`src/rtl/prog_clk_div.sv`:
```
// Runtime-programmable clock divider: 50% clk_out plus a one-cycle tick per toggle.
// New divisors are staged in a pending register and applied only at a period boundary.
module prog_clk_div #(
    parameter int CTR_WIDTH   = 19,
    parameter int DEFAULT_DIV = 400_000
) (
    input  logic                 clk,
    input  logic                 rst_n,
    input  logic                 en,
    input  logic                 clr,
    input  logic [CTR_WIDTH-1:0] div_in,
    input  logic                 div_valid,
    output logic                 div_ready,
    output logic                 clk_out,
    output logic                 tick,
    output logic [CTR_WIDTH-1:0] div_cur
);

    // Handshake: a divisor transfers on any edge where div_valid && div_ready;
    // div_valid while div_ready is low is dropped, never queued or stalled.

    localparam logic [CTR_WIDTH-1:0] ONE     = CTR_WIDTH'(1);
    localparam logic [CTR_WIDTH-1:0] DEF_DIV = CTR_WIDTH'(DEFAULT_DIV);

    logic [CTR_WIDTH-1:0] ctr;
    logic [CTR_WIDTH-1:0] pend;
    logic [CTR_WIDTH-1:0] div_last;
    logic [CTR_WIDTH-1:0] div_clamped;
    logic                 accept;
    logic                 terminal;
    logic                 apply;

    // div_cur is never zero (clamped on capture), so div_cur-1 cannot underflow.
    assign div_last    = div_cur - ONE;
    assign div_clamped = (div_in == '0) ? ONE : div_in;
    assign terminal    = en && (ctr == div_last);
    assign accept      = div_valid && div_ready;
    // A pending divisor exists exactly when div_ready is low.
    assign apply       = !div_ready && (clr || !en || terminal);

    always_ff @(posedge clk or negedge rst_n) begin
        if (!rst_n) begin
            ctr       <= '0;
            clk_out   <= 1'b0;
            tick      <= 1'b0;
            div_cur   <= DEF_DIV;
            pend      <= '0;
            div_ready <= 1'b1;
        end else begin
            if (clr) begin
                ctr     <= '0;
                clk_out <= 1'b0;
                tick    <= 1'b0;
            end else if (!en) begin
                tick <= 1'b0;
                if (apply) begin
                    ctr <= '0;
                end
            end else if (terminal) begin
                ctr     <= '0;
                clk_out <= ~clk_out;
                tick    <= 1'b1;
            end else begin
                ctr  <= ctr + ONE;
                tick <= 1'b0;
            end

            // apply needs div_ready low and accept needs it high, so they never coincide.
            if (apply) begin
                div_cur   <= pend;
                div_ready <= 1'b1;
            end else if (accept) begin
                pend      <= div_clamped;
                div_ready <= 1'b0;
            end
        end
    end

endmodule

```
`config.mk`:
```
export PLATFORM = sky130hd
export DESIGN_NAME = prog_clk_div
export DESIGN_NICKNAME = d
export VERILOG_FILES = /design/src/rtl/prog_clk_div.sv
export SDC_FILE = /design/constraint.sdc
export NUM_CORES = 1
export LEC_CHECK = 0
export CAP_MARGIN = 20
export CORE_MARGIN = 2
export CORE_UTILIZATION = 40
export DETAILED_ROUTE_END_ITERATION = 7
export PLACE_DENSITY = 0.61
export RECOVER_POWER = 25
export SLEW_MARGIN = 20
export SYNTH_ARGS = -nofsm -noshare
export SYNTH_HDL_FRONTEND = slang
export SYNTH_SLANG_ARGS = --single-unit
export TNS_END_PERCENT = 30
```
`constraint.sdc`:
```
create_clock -name clk -period 2.9 [get_ports clk]
set_input_delay 0.58 -clock clk [delete_from_list [all_inputs] [get_ports clk]]
set_output_delay 0.58 -clock clk [all_outputs]
set_load 0.005 [all_outputs]
```
==> impl_metrics.ini, run 1 <==
[clock_network]
numClockSinks = 60
clock_latency_ns = 0.34
cts-buffers-inserted = 9
post_cts_resized = 0
ctsHoldBuffers = 0
root_buffer = clkbuf_8
tritoncts = built
cts_max_path_buffers = 2
cts_setup_buffers = 0
cts_max_level = 3
clkTransAtPathRegs_ns = 0.07

[floorplanning]
die_area_um2 = 10000
num_io_pins = 46
core_area_um2 = 9110
die_h_um = 100
initial_core_util = 0.405
die_w_um = 100
rows = 35

[final_layout]
ff_latch_area_um2 = 1510
multiInputGateArea_um2 = 2010
num-fill-cells = 901
area.growth.synth_to_final_pct = 20.3
antenna_cells = 0
final_area_um2 = 4430
nets = 441
final_util = 0.487
layout-drive-gt1-share = 0.233

[placed_design]
dp_hpwl_mm = 6.49
placed_cell_area_um2 = 4240
routabilityCongestion = 0.835
portBuffers = 45

[timing]
hold_viol = 0
fin_skew_ns = 0.0103
tightestPinTransition_ns = 1.50
drv_slew = 0
fin_crit_ns = 2.67
rsz0062_at_grt = false
slew_headroom = 0.00327
fin_crit_sh = 0.920
fin_tns_setup_ns = 0
fmax_ghz = 0.375
setup_viol = 0

[yosys]
async_reset_ff_frac = 1.00
netlist_instances = 368
synth_warnings = 0
synth_common_cells = 53 x dfrtp_1, 51 x nand3_1, 22 x xnor2_1
synth_fp_nets = 394
synth_edf_count = 0
ys_top_cells_by_area = dfrtp_1 36%, nand3_1 6.9%, mux2_2 5.5%, nand3_2 5.4%, xnor2_1 5.2%
avgSynthCellArea_um2 = 10.0
syn_area_um2 = 3680
yosysMostFrequentCell = dfrtp_1
ys_types = 52
synth_flop_cell = dfrtp_1
synth-seq-cells = 60
yosysTopAreaCell = dfrtp_1
synth_top_area_frac = 0.360
yosysSeqAreaShare = 0.410

[critical_path]
slowest_stage = nor4_1
critPathArrivalTime_ns = 2.90
end_kind = register
critPathRequiredTime_ns = 3.14
timing_worst_setup_path_type = register to register
crit_fanout = 6
startpoint_type = register
path_cells = buf_4 > or4_4 > nor2_1 > xnor2_1 > nand3_1 > nor4_1 > nand2_1 > a32o_1
slowest_delay_ns = 0.57

[power_and_ir_drop]
comb_power_share = 0.327
clkPwrFrac = 0.248
p_switching_uw = 1050
pwr-share-seq = 0.424
swShare = 0.348
p_per_area_nw_per_um2 = 679
irDropWorstVdd_v = 0.000299
power_uw = 3010
power.internal_uw = 1960
p_leak_uw = 0.00171

[detailed_routing]
postRouteAntennaNets = 0
dr.pass1.iters = 5
vias_per_cell = 5.74
drt_iter0_markers = 169
drc = 0
via_count = 3047
totalWireLength_mm = 8.99
routedWlPerCell_um = 16.9

[run_status]
violations = capacitance limit
status = finished with violations

[grt]
grt_pass1_wl_mm = 15.1
grt_max_degree = 61
overflow = 0
antenna_found_initial = 0
grt_pass1_vias = 2969
track_usage = 0.191

[worst_hold_path]
hold_path.class = register to register

[job]
maxCapViolCount = 1
## layer usage
metal	up-vias	global-route usage	wire, um
li1	1447	-	-
met1	1491	0.270	4120
met2	92	0.286	4180
met3	17	0.0515	549
met4	0	0.0601	140
met5	-	0	0
## per-stage QoR
step	hold WS (ns)	setup WS, ns	instances
after global routing	0.553	0.0151	531
after floorplan	0.284	0.240	368
after detailed placement	0.520	0.184	515
after global placement	0.515	0.229	515
after CTS	0.419	0.236	531
final	0.531	0.232	531
## state kept, by name (all words and copies together) (netlist names)
register and flops:
div_ready 1, clk_out 1, div_cur 19, tick 1
pend 19, ctr 19
## critical path: cells and delay by family, from the launching register on
kind	cells	cell delay (ns)
and+or+nand+nor	5	1.56
DFF	1	0.39
AOI/OAI and AO/OA	1	0.27
xor gates and xnor gates	1	0.17
buffers and inverters	1	0.16
## logic make-up (layout without fill, tap and decap cells)
group / after synthesis / after routing / synth area share
and+or+nand+nor: 171 / 171 / 0.293
DFF: 60 / 60 / 0.410
AOI/OAI and AO/OA: 48 / 48 / 0.0941
xor gates and xnor gates: 39 / 39 / 0.0927
buffers and inverters: 29 / 81 / 0.0455
muxes: 19 / 19 / 0.0581
adders and majority gates: 2 / 2 / 0.00679
## layout make-up
class,count,area share
tap,111,0.0313
sequential,60,0.341
clock buffer,12,0.0327
timing repair buffer,61,0.127
multi-input combinational,279,0.454
inverter,4,0.00339
clock inverter,4,0.0113
## power groups by stage
stage | sequential, uW | clock [uW] | combinational [uW]
2_1_floorplan | 1180 | 0 | 647
3_3_place_gp | 1290 | 0 | 970
3_5_place_dp | 1290 | 0 | 986
4_1_cts | 1270 | 769 | 992
5_1_grt | 1310 | 816 | 1090
6_report | 1280 | 748 | 987
## path summary, 6_finish.rpt
kind | from | end | slack [ns] | cells after the start
worst min-delay path | div_cur[18] | div_cur[18] | 0.53 | 2
worst max register to register | div_cur[1] | ctr[1] | 0.23 | 8
max in group asynchronous | rst_n | ctr[5] | 1.31 | 2
min in group asynchronous | rst_n | pend[2] | 0.66 | 2
worst max-delay path | div_cur[1] | ctr[1] | 0.23 | 8
worst min register to register | div_cur[18] | div_cur[18] | 0.53 | 2
## cell usage in the layout (no fill, tap or decap), types with 3 or more instances in the layout
cell type / count
a21oi_1: 4
nand3_1: 51
nor3_1: 10
a211oi_1: 5
nand2_1: 16
nand4_1: 7
dfstp_2: 7
clkdlybuf4s50_1: 44
clkbuf_8: 10
dfrtp_1: 53
nor4_1: 6
inv_1: 4
nor2_1: 15
or3_1: 4
nor3_2: 13
mux2_2: 18
nand2b_1: 6
xnor2_1: 22
nor3b_1: 3
a22oi_1: 19
xor2_1: 17
buf_4: 15
o21ai_0: 5
and3_1: 5
nand3_2: 20
(Power assumes the default switching activity.)
==> run 2: changes to the inputs <==
--- a/config.mk
+++ b/config.mk
@@ -6,9 +6,11 @@
 export NUM_CORES = 1
 export LEC_CHECK = 0
 export CAP_MARGIN = 20
+export CORE_ASPECT_RATIO = 1.4
 export CORE_MARGIN = 2
 export CORE_UTILIZATION = 40
 export DETAILED_ROUTE_END_ITERATION = 7
+export GPL_TIMING_DRIVEN = 0
 export PLACE_DENSITY = 0.61
 export RECOVER_POWER = 25
 export SLEW_MARGIN = 20
==> run 2 against run 1 <==
Compared with the run above: the flow finishes with violations (capacitance limit, slew limit); fmax is 5.4% lower; power grew 21%; register-to-register slack got worse by 0.15 ns; count of clock-buffer cells in the layout fell by 3; setup slack worse by 0.15 ns; critical path depth is 4 higher; die area grew 0.11%; core utilization rose by 4.4 points; non-clock buffer count is 12 higher; flip-flop and latch count stayed put; critical path type unchanged; critical endpoint is now div_cur[13]; largest cell class unchanged; largest power group unchanged.
==> impl_metrics.ini, run 2 (synthesis gave the netlist of run 1 again) <==
[critical_path]
end_kind = register
path_cells = buf_6 > inv_1 > ha_4 > or3b_4 > nor3_2 > xnor2_1 > nand3_1 > or4_4 > buf_6 > buf_12 > nand3_2 > nand3_2
crit_fanout = 10
path_buf_inv = 4
critPathRequiredTime_ns = 3.12
timing_worst_setup_path_type = register to register
slowest_stage = or4_4
startpoint_type = register
slowest_delay_ns = 0.56
critPathArrivalTime_ns = 3.04
critPathTopFamily = simple AND/OR/NAND/NOR gates

[timing]
tightestPinTransition_ns = 1.60
holdWs_ns = 0.526
fin_skew_ns = 0.00690
slew_headroom = -0.0656
fin_crit_ns = 2.82
drv_slew = 30
hold_viol = 0
fin_ws_ns = 0.0785
setup_viol = 0
fin_crit_sh = 0.973
fmax_ghz = 0.354

[power_and_ir_drop]
pwr-share-seq = 0.344
clkPwrFrac = 0.344
power.internal_uw = 2440
p_switching_uw = 1200
comb_power_share = 0.312
swShare = 0.330
irDropWorstVdd_v = 0.000426
p_per_area_nw_per_um2 = 765
p_leak_uw = 0.00185

[final_layout]
layout-drive-gt1-share = 0.266
final_cell_mix = 53 x dfrtp_1, 51 x nand3_1, 44 x clkdlybuf4s50_1, 21 x xnor2_1, 20 x nand3_2
multiInputGateArea_um2 = 2130
num-fill-cells = 783
nets = 453
area.growth.synth_to_final_pct = 29.3
final_common_cell = dfrtp_1
antenna_cells = 0
ff_latch_area_um2 = 1510
biggestRegsByFlops = ctr: 19 flops, div_cur: 19 flops, pend: 19 flops

[floorplanning]
num_io_pins = 46
core_area_um2 = 8980
die_area_um2 = 10000
initial_core_util = 0.410
die_w_um = 85.1
rows = 41
die_h_um = 118

[worst_hold_path]
hold_path.class = register to register

[detailed_routing]
vias_per_cell = 5.74
postRouteAntennaNets = 0
routedWlPerCell_um = 17.9
dr.pass1.iters = 4
via_count = 3094
drt_iter0_markers = 206
wl_met3_um = 255
drc = 0
totalWireLength_mm = 9.64
route.met2.wl_mm = 5.09
m1WireLength_mm = 3.97
top_layer = met4

[grt]
antenna_found_initial = 0
overflow = 0
track_usage = 0.203
grt_pass1_vias = 3067
grt_pass1_wl_mm = 16.0
grt_max_degree = 33

[clock_network]
cts_max_path_buffers = 2
cts_max_level = 3
clock_latency_ns = 0.34
root_buffer = clkbuf_16
tritoncts = built
ctsHoldBuffers = 0
numClockSinks = 60
cts-buffers-inserted = 9
clkTransAtPathRegs_ns = 0.06

[placed_design]
dp_slack_ns = -0.522
dp_hpwl_mm = 6.98
routabilityCongestion = 0.888
portBuffers = 45

[job]
maxCapViolCount = 1

[run_status]
status = finished with violations
violations = capacitance limit, slew limit
-- run 2: cell count changes in the layout (fill, tap and decap cells not counted), moves of 5 or more --
| cell | change |
|---|---|
| clkbuf_1 | +9 |
| buf_4 | -11 |
| buf_6 | +5 |
| buf_2 | +5 |
| a22oi_2 | +7 |
| clkbuf_8 | -10 |
| a22oi_1 | -7 |
| clkbuf_16 | +9 |
-- run 2: final cells by class --
cell class                 count  share of cell area
sequential                    60               0.317
clock inverter                 7              0.0260
buffer                        24              0.0326
clock buffer                   9              0.0473
timing repair buffer          49              0.0990
multi-input combinational    279               0.447
tap                          107              0.0281
inverter                       4             0.00315
-- run 2: path summary, 6_finish.rpt --
path	slack, ns	to	cells past startpoint	from
setup / recovery	0.08	div_cur[13]	12	div_cur[0]
hold / removal	0.53	pend[0]	2	pend[0]
setup reg to reg	0.08	div_cur[13]	12	div_cur[0]
hold reg to reg	0.53	pend[0]	2	pend[0]
max in group asynchronous	0.73	div_cur[6]	2	rst_n
min in group asynchronous	0.63	pend[10]	1	rst_n
-- run 2: power groups by stage --
stage	Sequential, uW	Combinational (uW)	Clock [uW]
2_1_floorplan	1180	647	0
3_3_place_gp	1230	1030	0
3_5_place_dp	1240	1050	0
4_1_cts	1220	1090	1270
5_1_grt	1280	1240	1320
6_report	1250	1140	1250
-- run 2: per-layer routing --
metal,global-route usage,vias to the layer above
li1,-,1480
met1,0.249,1527
met2,0.337,65
met3,0.0358,22
met4,0.100,0
met5,0,-
-- run 2: repair_timing --
item                                    CTS  global route
endpoints found under the setup margin   35            40
gates resized for setup                   6            23
buffers inserted                          1             2
pin swaps                                 0             3
-- run 2: through the flow --
stage	cells	util	TNS, ns	cell area, um2	power [uW]
after floorplan	368	-	0	3680	1830
after global placement	520	0.476	-49.46	4270	2260
after detailed placement	521	0.477	-8.73	4290	2290
after CTS	538	0.519	0	4660	3580
after global routing	539	0.531	-0.172	4760	3840
final	539	0.531	0	4760	3650
-- run 2: worst min-delay path, stage by stage (launching register included) --
cell and delay, ns:
dfrtp_1 0.36, nand2_1 0.06, o21ai_0 0.06
==> run 3: changes to the inputs <==
--- a/config.mk
+++ b/config.mk
@@ -5,11 +5,11 @@
 export SDC_FILE = /design/constraint.sdc
 export NUM_CORES = 1
 export LEC_CHECK = 0
-export CAP_MARGIN = 20
 export CORE_ASPECT_RATIO = 1.4
 export CORE_MARGIN = 2
 export CORE_UTILIZATION = 40
 export DETAILED_ROUTE_END_ITERATION = 7
+export GPL_ROUTABILITY_DRIVEN = 0
 export GPL_TIMING_DRIVEN = 0
 export PLACE_DENSITY = 0.61
 export RECOVER_POWER = 25
==> run 3 against run 2 <==
Compared with the run above: the run now ends clean; largest power group unchanged; register-to-register slack about the same; critical path depth is the same; largest cell class unchanged; sequential power is essentially flat.
==> impl_metrics.ini, run 3 (synthesis gave the netlist of run 1 again) <==
[floorplanning]
die_area_um2 = 10000
rows = 41
core_area_um2 = 8980
die_w_um = 85.1
num_io_pins = 46
die_h_um = 118
initial_core_util = 0.410

[power_and_ir_drop]
irDropWorstVdd_v = 0.000346
p_leak_uw = 0.00183
p_per_area_nw_per_um2 = 761

[grt]
grt_pass1_wl_mm = 16.0
antenna_found_initial = 0
grt_pass1_vias = 3199
track_usage = 0.203
overflow = 0
grt_max_degree = 40

[clock_network]
tritoncts = built
cts-buffers-inserted = 9
clkTransAtPathRegs_ns = 0.05
cts_max_level = 3
clock_latency_ns = 0.33
root_buffer = clkbuf_16
numClockSinks = 60
cts_max_path_buffers = 2
ctsHoldBuffers = 0

[timing]
tightestPinTransition_ns = 1.15
fin_skew_ns = 0.00798
fin_crit_sh = 0.975
fin_crit_ns = 2.83
setup_viol = 0
fin_ws_ns = 0.0730
fmax_ghz = 0.354
slew_headroom = 0.237
hold_viol = 0
drv_slew = 0

[final_layout]
num-fill-cells = 787
final_cell_mix = 53 x dfrtp_1, 51 x nand3_1, 44 x clkdlybuf4s50_1, 22 x xnor2_1, 20 x nand3_2
antenna_cells = 0
layout-drive-gt1-share = 0.253
final_util = 0.527
area.growth.synth_to_final_pct = 28.4
final_common_cell = dfrtp_1
nets = 451
biggestRegsByFlops = ctr: 19 flops, div_cur: 19 flops, pend: 19 flops

[detailed_routing]
routedWlPerCell_um = 18.0
postRouteAntennaNets = 0
drt_iter0_markers = 147
vias_per_cell = 5.73
dr.pass1.iters = 4
drc = 0
totalWireLength_mm = 9.64
via_count = 3077

[placed_design]
dp_slack_ns = -0.584
dp_hpwl_mm = 7.08
portBuffers = 45

[critical_path]
cp-startpoint = div_cur[0]
end_kind = register
critPathRequiredTime_ns = 3.11
critPathArrivalTime_ns = 3.04
rrSetupSlack_ns = 0.07
r2r_start = div_cur[0]
startpoint_type = register
crit_fanout = 10
timing_worst_setup_path_type = register to register

[worst_hold_path]
hold_path.class = primary input to async pin

[job]
maxCapViolCount = 0

[run_status]
status = finished clean
-- run 3: worst paths after layout --
| kind | endpoint | cells past startpoint |
|---|---|---|
| setup / recovery | div_cur[13] | 12 |
| hold / removal | pend[13] | 1 |
| hold reg to reg | div_cur[12] | 2 |
| setup reg to reg | div_cur[13] | 12 |
| max in group asynchronous | ctr[12] | 2 |
| min in group clk | div_cur[12] | 2 |
-- run 3: critical path: stages (launching register included) --
cell and delay [ns]:
dfrtp_1 0.40, buf_6 0.14, inv_1 0.09, ha_4 0.16, or3b_4 0.42, nor3_2 0.20
xnor2_1 0.17, nand3_1 0.13, or4_4 0.56, buf_6 0.16, buf_12 0.15, nand3_2 0.07
nand3_2 0.06
-- run 3: final cells by class --
class	count	area, um2	share of cell area
timing repair buffer	47	457	0.0966
multi-input combinational	279	2110	0.447
tap	107	134	0.0283
sequential	60	1510	0.319
clock buffer	12	246	0.0521
buffer	24	155	0.0328
inverter	4	15.0	0.00317
clock inverter	4	97.6	0.0206
-- run 3: metal layers --
layer  GRT usage  vias to the layer above  share of wire
met1       0.234                     1529           0.40
met5           0                        -              0
met4       0.101                        0          0.036
met3      0.0386                       20          0.029
met2       0.351                       52           0.54
li1            -                     1476              -
-- run 3: repair_timing --
item	CTS	global route
setup buffers	1	0
endpoints found under the setup margin	39	36
pin swaps	0	2
resized for setup	7	19
hold endpoints to repair	0	0
-- run 3: power breakdown --
part	switching, uW	internal [uW]	total [uW]
clock	367	863	1230
sequential	240	1010	1250
combinational	539	577	1120
total	1150	2450	3600
-- run 3: per-stage QoR --
stage | cells | total power [uW] | area (um2) | hold WS, ns | setup TNS, ns
6_report | 537 | 3600 | 4730 | 0.456 | 0
3_3_place_gp | 520 | 2260 | 4270 | 0.496 | -48.61
3_5_place_dp | 521 | 2290 | 4290 | 0.490 | -10.94
2_1_floorplan | 368 | 1830 | 3680 | 0.284 | 0
5_1_grt | 537 | 3790 | 4730 | 0.548 | -0.321
4_1_cts | 538 | 3560 | 4660 | 0.138 | -0.00244
